**config.mk**
```make
export PLATFORM = sky130hd
export DESIGN_NAME = inst_encoder_flat
export DESIGN_NICKNAME = d
export VERILOG_FILES = /design/src/rtl/inst_encoder_if.sv /design/src/rtl/inst_encoder.sv /design/src/flat_wrapper.sv
export SDC_FILE = /design/constraint.sdc
export NUM_CORES = 1
export LEC_CHECK = 0
export ABC_AREA = 1
export CAP_MARGIN = 10
export CORE_UTILIZATION = 25
export CTS_BUF_LIST = sky130_fd_sc_hd__clkbuf_4 sky130_fd_sc_hd__clkbuf_8 sky130_fd_sc_hd__clkbuf_16
export CTS_CLUSTER_DIAMETER = 30
export DETAILED_ROUTE_END_ITERATION = 8
export PLACE_DENSITY = 0.53
export SYNTH_ARGS = -nofsm -noshare
export SYNTH_HDL_FRONTEND = slang
export SYNTH_SLANG_ARGS = --single-unit
```
**constraint.sdc**
```tcl
create_clock -name clk -period 4.05 [get_ports clk]
set_input_delay 0.81 -clock clk [delete_from_list [all_inputs] [get_ports clk]]
set_output_delay 0.81 -clock clk [all_outputs]
set_load 0.01 [all_outputs]
```
**src/rtl/inst_encoder_if.sv**
```systemverilog
// Request/response bundle for inst_encoder: request fields in, encoded FIFO head and statistics out.
interface inst_encoder_if;
  logic        in_valid;
  logic        in_ready;
  logic [2:0]  fmt;
  logic [4:0]  rd;
  logic [4:0]  rs1;
  logic [4:0]  rs2;
  logic [2:0]  funct3;
  logic [6:0]  funct7;
  logic [31:0] imm;
  logic        out_valid;
  logic        out_ready;
  logic [31:0] out_inst;
  logic        out_err;
  logic [15:0] enc_count;
  logic [7:0]  err_count;

  modport master (
    output in_valid, fmt, rd, rs1, rs2, funct3, funct7, imm, out_ready,
    input  in_ready, out_valid, out_inst, out_err, enc_count, err_count
  );

  modport slave (
    input  in_valid, fmt, rd, rs1, rs2, funct3, funct7, imm, out_ready,
    output in_ready, out_valid, out_inst, out_err, enc_count, err_count
  );
endinterface

```
**src/rtl/inst_encoder.sv**
```systemverilog
// RV32I instruction encoder: packs register/immediate fields with range checking,
// buffers results in a DEPTH-entry FIFO and keeps accept/error statistics.
module inst_encoder #(
  parameter int DEPTH = 4
) (
  input  logic           clk,
  input  logic           rst_n,
  inst_encoder_if.slave  bus
);
  localparam int          AW       = $clog2(DEPTH);
  localparam int          DATA_W   = 32;
  localparam logic [31:0] NOP      = 32'h0000_0013;
  localparam logic [6:0]  OP_R     = 7'b0110011;
  localparam logic [6:0]  OP_I     = 7'b0010011;
  localparam logic [6:0]  OP_S     = 7'b0100011;
  localparam logic [6:0]  OP_B     = 7'b1100011;
  localparam logic [6:0]  OP_U     = 7'b0110111;
  localparam logic [AW:0]   CNT_ONE  = {{AW{1'b0}}, 1'b1};
  localparam logic [AW:0]   CNT_FULL = (AW+1)'(DEPTH);
  localparam logic [AW-1:0] PTR_ONE  = {{(AW-1){1'b0}}, 1'b1};

  function automatic logic [7:0] sat_inc8(input logic [7:0] v);
    return (v == 8'hFF) ? v : v + 8'd1;
  endfunction

  function automatic logic sext_ok(input logic [31:0] v, input int msb);
    logic [31:0] hi;
    hi = v >> msb;
    return (hi == 32'h0) || (hi == ({32{1'b1}} >> msb));
  endfunction

  logic [DATA_W-1:0] raw_inst_p0;
  logic [DATA_W-1:0] enc_inst_p0;
  logic              legal_p0;
  logic              enc_err_p0;

  logic [DATA_W-1:0] inst_mem [DEPTH];
  logic              err_mem  [DEPTH];
  logic [AW-1:0]     wptr;
  logic [AW-1:0]     rptr;
  logic [AW:0]       count;
  logic              push;
  logic              pop;
  logic              full;
  logic              empty;

  // Stage p0: combinational encode and legality check of the presented request
  always_comb begin
    raw_inst_p0 = NOP;
    legal_p0    = 1'b0;
    case (bus.fmt)
      3'd0: begin
        raw_inst_p0 = {bus.funct7, bus.rs2, bus.rs1, bus.funct3, bus.rd, OP_R};
        legal_p0    = 1'b1;
      end
      3'd1: begin
        raw_inst_p0 = {bus.imm[11:0], bus.rs1, bus.funct3, bus.rd, OP_I};
        legal_p0    = sext_ok(bus.imm, 11);
      end
      3'd2: begin
        raw_inst_p0 = {bus.funct7, bus.imm[4:0], bus.rs1, bus.funct3, bus.rd, OP_I};
        legal_p0    = (bus.imm[31:5] == 27'd0) &&
                      ((bus.funct3 == 3'b001) || (bus.funct3 == 3'b101));
      end
      3'd3: begin
        raw_inst_p0 = {bus.imm[11:0], bus.rs1, 3'b011, bus.rd, OP_I};
        legal_p0    = (bus.imm[31:12] == 20'd0);
      end
      3'd4: begin
        raw_inst_p0 = {bus.imm[11:5], bus.rs2, bus.rs1, bus.funct3, bus.imm[4:0], OP_S};
        legal_p0    = sext_ok(bus.imm, 11);
      end
      3'd5: begin
        raw_inst_p0 = {bus.imm[12], bus.imm[10:5], bus.rs2, bus.rs1, bus.funct3,
                       bus.imm[4:1], bus.imm[11], OP_B};
        legal_p0    = sext_ok(bus.imm, 12) && !bus.imm[0];
      end
      3'd6: begin
        raw_inst_p0 = {bus.imm[31:12], bus.rd, OP_U};
        legal_p0    = (bus.imm[11:0] == 12'd0);
      end
      default: begin
        raw_inst_p0 = NOP;
        legal_p0    = 1'b0;
      end
    endcase
    enc_inst_p0 = legal_p0 ? raw_inst_p0 : NOP;
    enc_err_p0  = !legal_p0;
  end

  assign full  = (count == CNT_FULL);
  assign empty = (count == '0);
  // in_ready is gated by rst_n so nothing can be offered while reset is held
  assign bus.in_ready  = rst_n && !full;
  assign bus.out_valid = !empty;
  assign push = bus.in_valid && bus.in_ready;
  assign pop  = bus.out_valid && bus.out_ready;

  // Stage p1: FIFO storage, data only, no reset needed
  always_ff @(posedge clk) begin
    if (push) begin
      inst_mem[wptr] <= enc_inst_p0;
      err_mem[wptr]  <= enc_err_p0;
    end
  end

  always_ff @(posedge clk or negedge rst_n) begin
    if (!rst_n) begin
      wptr          <= '0;
      rptr          <= '0;
      count         <= '0;
      bus.enc_count <= 16'd0;
      bus.err_count <= 8'd0;
    end else begin
      if (push) begin
        wptr          <= wptr + PTR_ONE;
        bus.enc_count <= bus.enc_count + 16'd1;
        if (enc_err_p0) bus.err_count <= sat_inc8(bus.err_count);
      end
      if (pop) rptr <= rptr + PTR_ONE;
      case ({push, pop})
        2'b10:   count <= count + CNT_ONE;
        2'b01:   count <= count - CNT_ONE;
        default: count <= count;
      endcase
    end
  end

  assign bus.out_inst = empty ? '0   : inst_mem[rptr];
  assign bus.out_err  = empty ? 1'b0 : err_mem[rptr];
endmodule

```
**src/flat_wrapper.sv**
```systemverilog
// flat-port wrapper written by rule: the top's interface ports become plain ports
module inst_encoder_flat 
#(
  parameter int DEPTH = 4
)
  (clk, rst_n, bus_in_valid, bus_fmt, bus_rd, bus_rs1, bus_rs2, bus_funct3, bus_funct7, bus_imm, bus_out_ready, bus_in_ready, bus_out_valid, bus_out_inst, bus_out_err, bus_enc_count, bus_err_count);
  inst_encoder_if bus_i ();
  input  logic clk;
  input  logic rst_n;
  input wire logic [$bits(bus_i.in_valid)-1:0] bus_in_valid;
  input wire logic [$bits(bus_i.fmt)-1:0] bus_fmt;
  input wire logic [$bits(bus_i.rd)-1:0] bus_rd;
  input wire logic [$bits(bus_i.rs1)-1:0] bus_rs1;
  input wire logic [$bits(bus_i.rs2)-1:0] bus_rs2;
  input wire logic [$bits(bus_i.funct3)-1:0] bus_funct3;
  input wire logic [$bits(bus_i.funct7)-1:0] bus_funct7;
  input wire logic [$bits(bus_i.imm)-1:0] bus_imm;
  input wire logic [$bits(bus_i.out_ready)-1:0] bus_out_ready;
  output wire logic [$bits(bus_i.in_ready)-1:0] bus_in_ready;
  output wire logic [$bits(bus_i.out_valid)-1:0] bus_out_valid;
  output wire logic [$bits(bus_i.out_inst)-1:0] bus_out_inst;
  output wire logic [$bits(bus_i.out_err)-1:0] bus_out_err;
  output wire logic [$bits(bus_i.enc_count)-1:0] bus_enc_count;
  output wire logic [$bits(bus_i.err_count)-1:0] bus_err_count;
  assign bus_i.in_valid = bus_in_valid;
  assign bus_i.fmt = bus_fmt;
  assign bus_i.rd = bus_rd;
  assign bus_i.rs1 = bus_rs1;
  assign bus_i.rs2 = bus_rs2;
  assign bus_i.funct3 = bus_funct3;
  assign bus_i.funct7 = bus_funct7;
  assign bus_i.imm = bus_imm;
  assign bus_i.out_ready = bus_out_ready;
  assign bus_in_ready = bus_i.in_ready;
  assign bus_out_valid = bus_i.out_valid;
  assign bus_out_inst = bus_i.out_inst;
  assign bus_out_err = bus_i.out_err;
  assign bus_enc_count = bus_i.enc_count;
  assign bus_err_count = bus_i.err_count;
  inst_encoder #(.DEPTH(DEPTH)) u_core (.clk(clk), .rst_n(rst_n), .bus(bus_i));
endmodule
```
==> results of run 1 <==
[per-stage QoR]
stage	cells	area [um^2]	total power, mW
after floorplan	774	7290	3.17
after global placement	1261	8970	4.36
after detailed placement	1261	8970	4.37
after CTS	1293	9620	6.07
after global routing	1293	9620	6.34
final	1293	9620	5.97
[cell type report]
type / instances / area (um^2) / share of cell area (%)
Clock buffer: 26 / 587 / 6.10
Clock inverter: 6 / 68.8 / 0.715
Inverter: 54 / 203 / 2.11
Multi-Input combinational cell: 535 / 2550 / 26.5
Sequential cell: 151 / 4380 / 45.5
Tap cell: 384 / 480 / 4.99
Timing Repair Buffer: 137 / 1360 / 14.1
[metal layers]
layer  routed length (um)  global-route usage, %
met5                   26                      0
met4                  397                   5.38
met3                 1040                   3.17
met2                10800                   25.7
met1                 9390                   17.4
[worst max path at each step]
stage | startpoint | to | cells past startpoint
floorplan | rst_n | u_core.err_mem[0] | 4
global placement | bus_fmt[2] | u_core.bus.err_count[2] | 12
detailed placement | bus_fmt[2] | u_core.inst_mem[0][15] | 10
CTS | u_core.rptr[1] | bus_out_inst[12] | 6
global route | u_core.rptr[1] | bus_out_inst[22] | 6
finish | u_core.rptr[1] | bus_out_inst[22] | 6
[logic make-up (layout without fill, tap and decap cells)]
kind of cell	count (synthesis)	in the layout	share of synthesized area (%)
AOI/OAI and AO/OA	137	137	10.2
xor gates and xnor gates	21	21	2.52
adders and majority gates	8	8	1.48
buffers and inverters	88	223	5.15
DFF	151	151	60.1
other	1	1	0.0515
and+or+nand+nor	368	368	20.5
[power by group through the flow]
| stage | Sequential, mW | Combinational (mW) | Clock [mW] |
|---|---|---|---|
| floorplan | 2.00 | 1.17 | 0 |
| global placement | 2.04 | 2.32 | 0 |
| detailed placement | 2.04 | 2.33 | 0 |
| CTS | 2.01 | 2.33 | 1.73 |
| global route | 2.03 | 2.52 | 1.79 |
| finish | 2.01 | 2.26 | 1.70 |
[synthesized netlist by cell type (4+ instances only)]
library cell  instances
nand3_1              18
a31oi_1              13
nand4_1              12
ha_1                  7
a21oi_1              33
edfxtp_1            120
buf_6                 4
nand2_1             128
dfrtp_1              31
xor2_1               14
xnor2_1               7
clkbuf_1             23
nor2_1              189
nor3_1               10
o21ai_0              73
inv_1                52
o22ai_1               8
[state kept, by name (all words and copies together) (netlist names)]
signal                flops
u_core.rptr               2
u_core.count              3
u_core.err_mem            4
u_core.inst_mem         116
u_core.bus.err_count      8
u_core.bus.enc_count     16
u_core.wptr               2
[worst max-delay path: cells and delay by family (launching register included)]
kind                   cells  cell delay, ns
buffers and inverters      3            1.18
AO/OA/AOI/OAI              2            0.33
flip-flops                 1            0.56
AND/OR/NAND/NOR            1            0.12
==> metrics list, run 1 <==
- On the worst path, the slowest cell contributes a delay of between 0.5 and 0.6 ns.
* Filler Cells Inserted: 2992
- The library cells used most frequently in the layout, excluding fill and tap cells, are nor2_1 (185), nand2_1 (128), clkdlybuf4s50_1 (121).
* Layout cell share with drive strength beyond 1: 6.93%
- OpenSTA, run right after detailed placement, puts the worst setup slack at 0.801 ns.
* Final number of hold-violating endpoints: 0
* Clock Skew: 0.0134 ns
- TritonCTS built the clock tree.
* Synth Net Count: 846
- The critical path in this run is classified as flip-flop to output pin.
- Post-DP HPWL: 15.1 mm
* Syn avg cell area: about 9.4 um^2
- The worst setup path is captured at an output pin.
- At the worst endpoint, the required time is 3.24 ns.
- DRT antenna net count: 0
* Pleak: 3.64 nW
- Dividing total power by cell area gives a power density of 620 nW/um^2.
- Area of the core: 28700 um^2
- Root buffer selected by CTS: clkbuf_16
- Worst-case hold slack: 0.479 ns
- Worst Path Max Fanout: 22
- Row Count: 62
* Total congestion overflow after global routing: 0
- Largest net degree at the start of global routing: 62
- Across the VDD grid, the largest voltage drop is 0.365 mV.
- Cells fill 33.5% of the core in the end.
- At the pin with the least slew margin, the transition time is roughly 0.64 ns.
* # setup viols final: 0
- Sequential cells were found to cover 60.1% of the synthesized design area.
* Minimum period implied by the final worst setup slack: 3.44 ns
- Reported max-cap violation count: 0
* Number of buffers added for setup after CTS: 0
- Cell type contributing the most total cell area after synthesis: edfxtp_1
- The worst register-to-register path has a depth of 9.
- Chain of cells forming the critical path: inv_1 > buf_4 > nor2_1 > o21ai_0 > a21oi_1 > clkdlybuf4s50_1
- In this run the count of I/O pins placed on the die edge is 123.
- The number of slew-limit violations in the final report was 0.
- Number of antenna violations at the first check in global routing: 2
- The worst pin sits at a relative slew slack of a little under three fifths.
- At the later pin of the worst-skew pair, clock insertion delay measures 0.43 ns.
- 0 antenna diodes ended up in the layout.
- The clock net in this run drives a total of 151 sinks.
- Once the floorplan was initialized, standard cells occupied between 20% and 30% of the core.
- Static timing analysis puts the maximum clock frequency at 0.291 GHz.
* Hold path endpoint: u_core.bus.enc_count[15]
* Total net switching power: 2.02 mW
- Post-CTS Resized: 0
* Hold buffer count at cts: 0
* Net switching share of the total power: 33.8%
- In this run the deepest clock path goes through 2 buffers.
- In the synthesized netlist the async set-or-reset flop fraction comes to 20.5%.
* Capturing point of the worst reg2reg path: u_core.count[1]
* Post-synthesis to final-layout area growth: 32.0%
- Hold path startpoint: u_core.bus.enc_count[15]
* Cell Int Power: 3.95 mW
* Final worst slack: 0.615 ns
* Portion of the clock cycle consumed by the worst path in the final layout: 84.8%
* Global-route usage over all layers: 14.6%
- Final setup TNS: 0 ns
- Number of iterations in the first detailed-routing pass: 4
- Unique cell type count in the Yosys netlist: 40
- Relative contribution of combinational cells to total power: 37.9%
- The via count of the first global-routing pass came to roughly 5500.
* Final Routed Wirelength: 21.7 mm
- Clock-pin slew was measured on the worst setup and hold paths at 0.07 ns.
* Hold path depth: 1
- The final route contains 5801 vias.
- Synthesis inferred 151 register bits.
* Number of flops mapped to enable cells by yosys: 120
- The most used flip-flop cell after synthesis is edfxtp_1.
- Number of CTS-inserted buffers: 17
- Across all register-to-register paths, the minimum setup slack is 1.62 ns.
* Signal arrival time at the worst endpoint: 2.63 ns
- The tightest min-delay check is of the flip-flop to flip-flop type.
* Result of the run: complete, no violations
* Wire length of the first global-routing pass: roughly 32 mm
- Leaving out fill and tap cells, the most frequent cell in the layout is nor2_1.
- Die width: about 170 um
- Dividing the detail-routed wire length by the instance count gives about 17 um.
* Cell type of the slowest stage on the worst timing path: clkdlybuf4s50_1
- Launching element type of the critical path: flip-flop
- The cell count after synthesis came out at approximately 770.
- Setup repair after global routing left no endpoint under its margin.
* Starting DRT DRC Count: 373
* Sequential share of power: 33.6%
- R2R Path Start: u_core.count[0]
- CTS built an H-tree with a depth of 4.
- The cell area that synthesis handed to floorplanning was 7290 um^2.
- The floorplan step defined a die boundary enclosing a little under 30000 um^2.
* Top-area cell type share of the netlist area: 49.4%
* YS warnings: 0
- GP Congestion: approximately 0.86
- After detailed routing, the number of remaining DRC violations is 0.
* Number of port buffers: 121
- Nets@finish: 968
- After synthesis, the cell types taking the most area are edfxtp_1 (49%), dfrtp_1 (11%), nor2_1 (9.7%).
- In this run, the clock network consumes 28.4% of the power.
* Overall die height: 173 um
* Via-per-instance ratio: about 4.5
Power figures use the tool's default switching activity.
==> inputs of run 2 (changes only) <==
==> constraint.sdc (replaced) <==
create_clock -name clk -period 3.3 [get_ports clk]
set_input_delay 0.66 -clock clk [delete_from_list [all_inputs] [get_ports clk]]
set_output_delay 0.66 -clock clk [all_outputs]
set_load 0.01 [all_outputs]
==> run 2 against run 1 <==
  * Worst hold slack worse by 0.0059 ns
  * First-iteration DRC count rose by 8.6%
  * Combinational power grew 27%
  * Critical path depth unchanged
  * Global-route usage rose by 0.39 points
  * Non-clock buffer count rose by 5
  * Via count shrank 0.17%
  * Cell count rose by 0.46%
  * Clock skew decreased by 0.0036 ns
  * Die area did not move
==> metrics list, run 2 (synthesis gave the netlist of run 1 again) <==
- Overall die height: 173 um (unchanged)
- The worst relative slew slack is 63.3% (+5.8 points).
* Path depth of the worst reg2reg path: 9 (unchanged)
- Count of placed standard cells in the final layout, fillers left out: 1299 (+0.46%)
* Hold path depth: 1 (unchanged)
- Portion of the clock cycle consumed by the worst path in the final layout: 92.5%
* Total congestion overflow after global routing: 0 (unchanged)
* Class of the tightest hold or removal check: flip-flop to flip-flop
* Filler Cells Inserted: 2957 (-1.2%)
- The number of CTS-inserted buffers came to 17 (unchanged).
- The number of violations of the max-capacitance limit is 0 (unchanged).
- Commonest non-fill, non-tap cell in the layout: nor2_1
- Layout cell share with drive strength beyond 1: 7.44% (+0.51 points)
* Starting DRT DRC Count: 405 (+8.6%)
- Area of the core: 28700 um^2 (unchanged)
- The total power is 7.35 mW (+23%).
- The number of flip-flops in the largest register was 116 (unchanged).
- The detailed-placement wirelength estimate came to 15.3 mm (+1.8%).
- The required time of the worst setup path is 2.64 ns (-0.60 ns).
- Wire length of the first global-routing pass: 33.6 mm (+3.5%)
* # setup viols final: 0 (unchanged)
- Post-CTS Resized: 0 (unchanged)
- The number of antenna violations at the first check in global routing is 4 (+2).
- The largest net degree at the start of global routing was 53 (-15%).
- The wire length reported by the detailed router came to 21.8 mm (+0.79%).
* DRT antenna net count: 0 (unchanged)
- Clock Skew: 0.00982 ns (-0.00359 ns)
* Final number of hold-violating endpoints: 0 (unchanged)
- The final net count was 973 (+0.52%).
* Number of port buffers: 121 (unchanged)
- The clock sink count came to 151 (unchanged).
* CTS max path bufs: 2 (unchanged)
- Reg2Reg Setup Slack: 0.98 ns (-0.64 ns)
- The horizontal extent of the die was 173 um (unchanged).
* Top Registers: u_core.inst_mem: 116 flops, u_core.bus.enc_count: 16 flops, u_core.bus.err_count: 8 flops
* Critical path start-end classification: flip-flop to output pin
* Clock Pin Slew Worst Setup and Hold Paths: 0.07 ns (about the same)
- The data arrival time of the critical path was 2.39 ns (-0.24 ns).
* Launching element type of the critical path: flip-flop
- H-tree depth reported by CTS: 4 (unchanged)
- The number of slew-limit violations in the final report came to 0 (unchanged).
- Commonest cells after routing, fill and taps aside: nor2_1 (185), nand2_1 (128), clkdlybuf4s50_1 (121)
- The die footprint came to 29800 um^2 (unchanged).
- The global routing usage summed across all routing layers was 15.0% (+0.39 points).
- The power density normalized to cell area was 760 nW/um^2 (+22%).
- The post-detailed-route via-to-cell ratio came to 4.46 (-0.63%).
- Maximum clock frequency: between 0.3 and 0.4 GHz
- DP Area: 9040 um^2 (+0.84%)
- The global placement routability congestion came to 0.889 (+3.2%).
- The number of placed cells counting well taps was 1266 (+0.40%).
* Hold buffer count at cts: 0 (unchanged)
- The site row count was 62 (unchanged).
* Nature of the critical path endpoint: output pin
- The via count of the first global-routing pass came to 5854 (+6.3%).
- Number of iterations in the first detailed-routing pass: 5 (+1)
- The number of ports placed on the die boundary was 123 (unchanged).
- DRC violation count after routing: 0 (unchanged)
- Counting flops per register, the top entry is u_core.inst_mem.
* Worst-case hold slack: 0.473 ns (-0.00591 ns)
- Clock tree from TritonCTS: yes
- The worst slack after detailed placement is 0.350 ns (-0.451 ns).
- Transition time at the pin with the least slew margin: 0.544 ns (-0.0929 ns)
* Minimum period implied by the final worst setup slack: slightly above 3 ns
- From synthesis to final layout, the design area changed by 32.8%.
- Worst-skew pair later-pin latency: 0.43 ns (about the same)
* Routed wire length per instance: 16.8 um (+0.32%)
- The cell area after layout is 9680 um^2 (+0.56%).
- The number of vias in the routed layout came to 5791 (-0.17%).
- The top fanout value on the critical path was 22 (unchanged).
- Final setup TNS: 0 ns (unchanged)
- The fraction of the core area covered by cells at the end of the flow was 33.7% (+0.19 points).
- The register area was 4380 um^2 (unchanged).
- Root buffer selected by CTS: clkbuf_16
- Pleak: 3.65 nW (+0.28%)
- Setup repair after global routing missed its margin: no
- The area taken by multi-input logic gates is 2550 um^2 (unchanged).
- Number of buffers added for setup after CTS: 0 (unchanged)
* Effective utilization at floorplan: 25.4% (unchanged)
* Result of the run: complete, no violations
- The setup slack of the critical path after layout is 0.246 ns (-0.368 ns).
- Worst vdd ir: 0.442 mV (+21%)
-- run 2: cell count changes in the layout (fill, tap and decap cells not counted), moves of 3 or more --
cell	change
clkbuf_16	-5
buf_12	+3
inv_6	+3
inv_8	+5
clkbuf_4	-3
-- run 2: report_power, final --
group	switching [mW]	internal (mW)
Combinational	1.58	1.27
Sequential	0.133	2.28
Clock	0.852	1.23
-- run 2: layer usage --
| layer | routed length (um) | GRT usage, % | vias to the layer above | share of wire [%] |
|---|---|---|---|---|
| met1 | 9260 | 17.7 | 2706 | 42 |
| met5 | 45 | 0 | - | 0.21 |
| li1 | - | - | 2864 | - |
| met2 | 10800 | 25.6 | 172 | 49 |
| met3 | 1060 | 3.50 | 43 | 4.8 |
| met4 | 690 | 7.23 | 6 | 3.2 |
-- run 2: path summary, 6_finish.rpt --
| check | from | to |
|---|---|---|
| max in group asynchronous | rst_n | u_core.bus.enc_count[2] |
| setup reg to reg | u_core.count[0] | u_core.count[1] |
| min in group asynchronous | rst_n | u_core.wptr[0] |
| setup / recovery | u_core.rptr[1] | bus_out_inst[25] |
| hold reg to reg | u_core.bus.enc_count[15] | u_core.bus.enc_count[15] |
| hold / removal | u_core.bus.enc_count[15] | u_core.bus.enc_count[15] |
-- run 2: area by class of cell --
class | count | share of cell area, %
Multi-Input combinational cell | 535 | 26.3
Inverter | 54 | 2.09
Clock inverter | 15 | 2.13
Clock buffer | 17 | 4.40
Tap cell | 384 | 4.97
Sequential cell | 151 | 45.3
Antenna cell | 1 | 0.0259
Timing Repair Buffer | 142 | 14.8
-- run 2: worst max-delay path: stages (launching register included) --
cell	delay, ns
dfrtp_1	0.37
inv_1	0.21
buf_4	0.31
nor2_1	0.12
o21ai_0	0.08
a21oi_1	0.26
clkdlybuf4s50_1	0.60
==> inputs of run 3 (changes only) <==
--- a/config.mk
+++ b/config.mk
@@ -7,6 +7,7 @@
 export LEC_CHECK = 0
 export ABC_AREA = 1
 export CAP_MARGIN = 10
+export CORE_MARGIN = 2
 export CORE_UTILIZATION = 25
 export CTS_BUF_LIST = sky130_fd_sc_hd__clkbuf_4 sky130_fd_sc_hd__clkbuf_8 sky130_fd_sc_hd__clkbuf_16
 export CTS_CLUSTER_DIAMETER = 30
==> run 3 against run 2 <==
  * Critical path depth unchanged
  * Global-route usage about the same
  * Clock-buffer cell count unchanged
  * Non-clock buffer count grew 1
  * Clock skew grew 0.0014 ns
  * Die area up 2.3%
  * Critical endpoint is now bus_out_inst[28]
  * Setup slack better by 0.031 ns
  * Sequential power about the same
  * Sequential cell count is the same
  * Final area decreased by 1.1%
  * Clock power fell by 11%
  * Highest routed layer unchanged
==> metrics list, run 3 (synthesis gave the netlist of run 1 again) <==
* Class of the tightest hold or removal check: flip-flop to flip-flop
- Signal arrival time at the worst endpoint: 2.36 ns (-0.03 ns)
* Number of antenna violations at the first check in global routing: 5 (+1)
* Pleak: 3.61 nW (-1.1%)
- The worst register-to-register path begins at u_core.count[0].
- Cell family with most CP delay: buffers and inverters
* Number of CTS-inserted buffers: 17 (unchanged)
* Worst-skew pair later-pin latency: 0.43 ns (about the same)
* Minimum period implied by the final worst setup slack: 3.02 ns (-0.0312 ns)
- The area taken by multi-input logic gates is 2550 um^2 (unchanged).
- The post-cts hold buffer count came to 0 (unchanged).
* CP bufs+invs: 2 (-1)
* Final-report max-slew violation count: 0 (unchanged)
- DP Worst Slack: 0.361 ns (+0.0117 ns)
- The library cell used most frequently in the layout, excluding fill and tap cells, is nor2_1.
* Setup repair after global routing missed its margin: no
* Wire length of the first global-routing pass: 34.3 mm (+2.2%)
- # setup viols final: 0 (unchanged)
- Final setup TNS: 0 ns (unchanged)
* Hold path startpoint: u_core.bus.enc_count[15]
- Critical path required time: 2.64 ns (about the same)
- The fraction of the core area covered by cells at the end of the flow was 33.4% (-0.36 points).
- The global routing usage summed across all routing layers came to 15.0% (+0.030 points).
* Area of the core: 28700 um^2 (unchanged)
- Cell area after layout: 9570 um^2 (-1.1%)
* H-tree depth reported by CTS: 4 (unchanged)
- Power density over cell area: 743 nW/um^2 (-2.2%)
- The final net count is 974 (+0.10%).
- The worst relative slew slack is 63.8% (+0.45 points).
- The number of ports placed on the die boundary is 123 (unchanged).
- Result of the run: complete, no violations
- The post-detailed-route via-to-cell ratio came to 4.51 (+1.1%).
* Via count of the first global-routing pass: 6029 (+3.0%)
- The biggest cell delay along the critical path came to 0.60 ns (about the same).
* Final worst slack: 0.278 ns (+0.0312 ns)
- DRT antenna net count: 0 (unchanged)
- Final Routed Wirelength: 22.3 mm (+2.1%)
* Worst vdd ir: 0.343 mV (-22%)
* Final number of hold-violating endpoints: 0 (unchanged)
- The share of post-route cells with drive strength above 1 was 7.11% (-0.33 points).
- The register area is 4380 um^2 (unchanged).
- The number of inserted diodes is 0 (-1).
- The number of violations of the max-capacitance limit is 0 (unchanged).
- Number of buffers added for setup after CTS: 0 (unchanged)
- Startpoint of the most critical setup path: u_core.rptr[0]
* DP Area: 9010 um^2 (-0.33%)
- The total of cells resized after clock tree synthesis was 0 (unchanged).
- Die width: 175 um (+1.2%)
- Critical path start-end classification: flip-flop to output pin
* Largest net degree at the start of global routing: 41 (-23%)
- Top Registers: u_core.inst_mem: 116 flops, u_core.bus.enc_count: 16 flops, u_core.bus.err_count: 8 flops
- The routed length per instance was 17.2 um (+2.2%).
* Transition time at the pin with the least slew margin: 0.537 ns (-0.00672 ns)
* GP Congestion: 0.903 (+1.6%)
- Number of port buffers: 121 (unchanged)
* Maximum clock frequency: 0.331 GHz (+1.0%)
- Overall die height: 175 um (+1.2%)
- Die ar.: 30500 um^2 (+2.3%)
- Logic depth of the worst setup path including buffers: 6 (unchanged)
* Clock Sink Count: 151 (unchanged)
* Endpoint of the most critical setup path: bus_out_inst[28]
- The count of TritonRoute iterations in the first routing pass came to 4 (-1).
* Effective utilization at floorplan: 25.4% (unchanged)
- The number of fillers in the final layout is 2963 (+0.20%).
- u_core.inst_mem holds more flip-flops than any other register.
- The library cells used most frequently in the layout, excluding fill and tap cells, are nor2_1 (185), nand2_1 (128), clkdlybuf4s50_1 (121).
- Post-DP HPWL: 15.5 mm (+1.1%)
- DRC violation count after routing: 0 (unchanged)
- The worst register-to-register path ends at u_core.count[1].
- Post-synthesis to final-layout area growth: 31.3%
- Chain of cells forming the critical path: buf_4 > nor2_1 > nor2_1 > o21ai_0 > a21oi_1 > clkdlybuf4s50_1
* Cell type of the slowest stage on the worst timing path: clkdlybuf4s50_1
* Starting DRT DRC Count: 421 (+4.0%)
- CTS max path bufs: 2 (unchanged)
- The count of cells along the worst register-to-register path is 9 (unchanged).
- Clock tree synthesis selected as its root buffer the cell clkbuf_16.
* Worst Path Max Fanout: 39 (+77%)
- The worst setup path is launched from a flip-flop.
- The worst setup path is captured at an output pin.
* Reg2Reg Setup Slack: 0.95 ns (-0.03 ns)
- The total grt overflow came to 0 (unchanged).
- Largest register FFs: 116 (unchanged)
- Count of vias placed by the detailed router: 5853 (+1.1%)
* Most frequent cell on the critical path: nor2_1
- Row Count: 62 (unchanged)
- The share of the cycle needed by the critical path after routing came to 91.6% (-0.94 points).
- The worst clock skew came to 0.0113 ns (+0.00144 ns).
- TritonCTS built the clock tree.
* Clock Pin Slew Worst Setup and Hold Paths: 0.07 ns (about the same)
## run 3: how the worst min path moves through the flow
stage                                           to  slack (ns)  cells after the start
after floorplan            u_core.bus.enc_count[0]        0.36                      0
after global placement    u_core.bus.enc_count[15]        0.47                      1
after detailed placement  u_core.bus.enc_count[15]        0.46                      1
after CTS                 u_core.bus.enc_count[15]        0.47                      1
after global routing      u_core.bus.enc_count[15]        0.51                      1
final                     u_core.bus.enc_count[15]        0.47                      1
## run 3: cell type report
type                       instances  share of cell area (%)
tap                              384                    5.02
clock inverter                    14                    1.41
multi-input combinational        535                    26.6
inverter                          54                    2.12
sequential                       151                    45.7
timing repair buffer             143                    14.6
clock buffer                      17                    4.44
## run 3: through the flow
step | instances | power (mW) | hold WS [ns]
after detailed placement | 1267 | 5.35 | 0.460
after floorplan | 774 | 3.88 | 0.364
after global placement | 1267 | 5.34 | 0.471
final | 1298 | 7.11 | 0.470
after CTS | 1298 | 7.21 | 0.474
after global routing | 1298 | 7.59 | 0.508
## run 3: power by group
group          leakage (nW)  switching (mW)  total [mW]  internal [mW]
Clock                 0.267           0.760        1.86           1.10
Sequential             1.56           0.125        2.41           2.28
Combinational          1.79            1.60        2.84           1.24
Total                  3.61            2.49        7.11           4.62
## run 3: layer usage
| metal | global-route usage, % | up-vias | wire length [um] | part of all wire, % |
|---|---|---|---|---|
| met5 | 0 | - | 64 | 0.29 |
| li1 | - | 2859 | - | - |
| met4 | 6.98 | 10 | 797 | 3.6 |
| met1 | 17.7 | 2768 | 9430 | 42 |
| met3 | 3.92 | 53 | 1040 | 4.7 |
| met2 | 25.5 | 163 | 11000 | 49 |
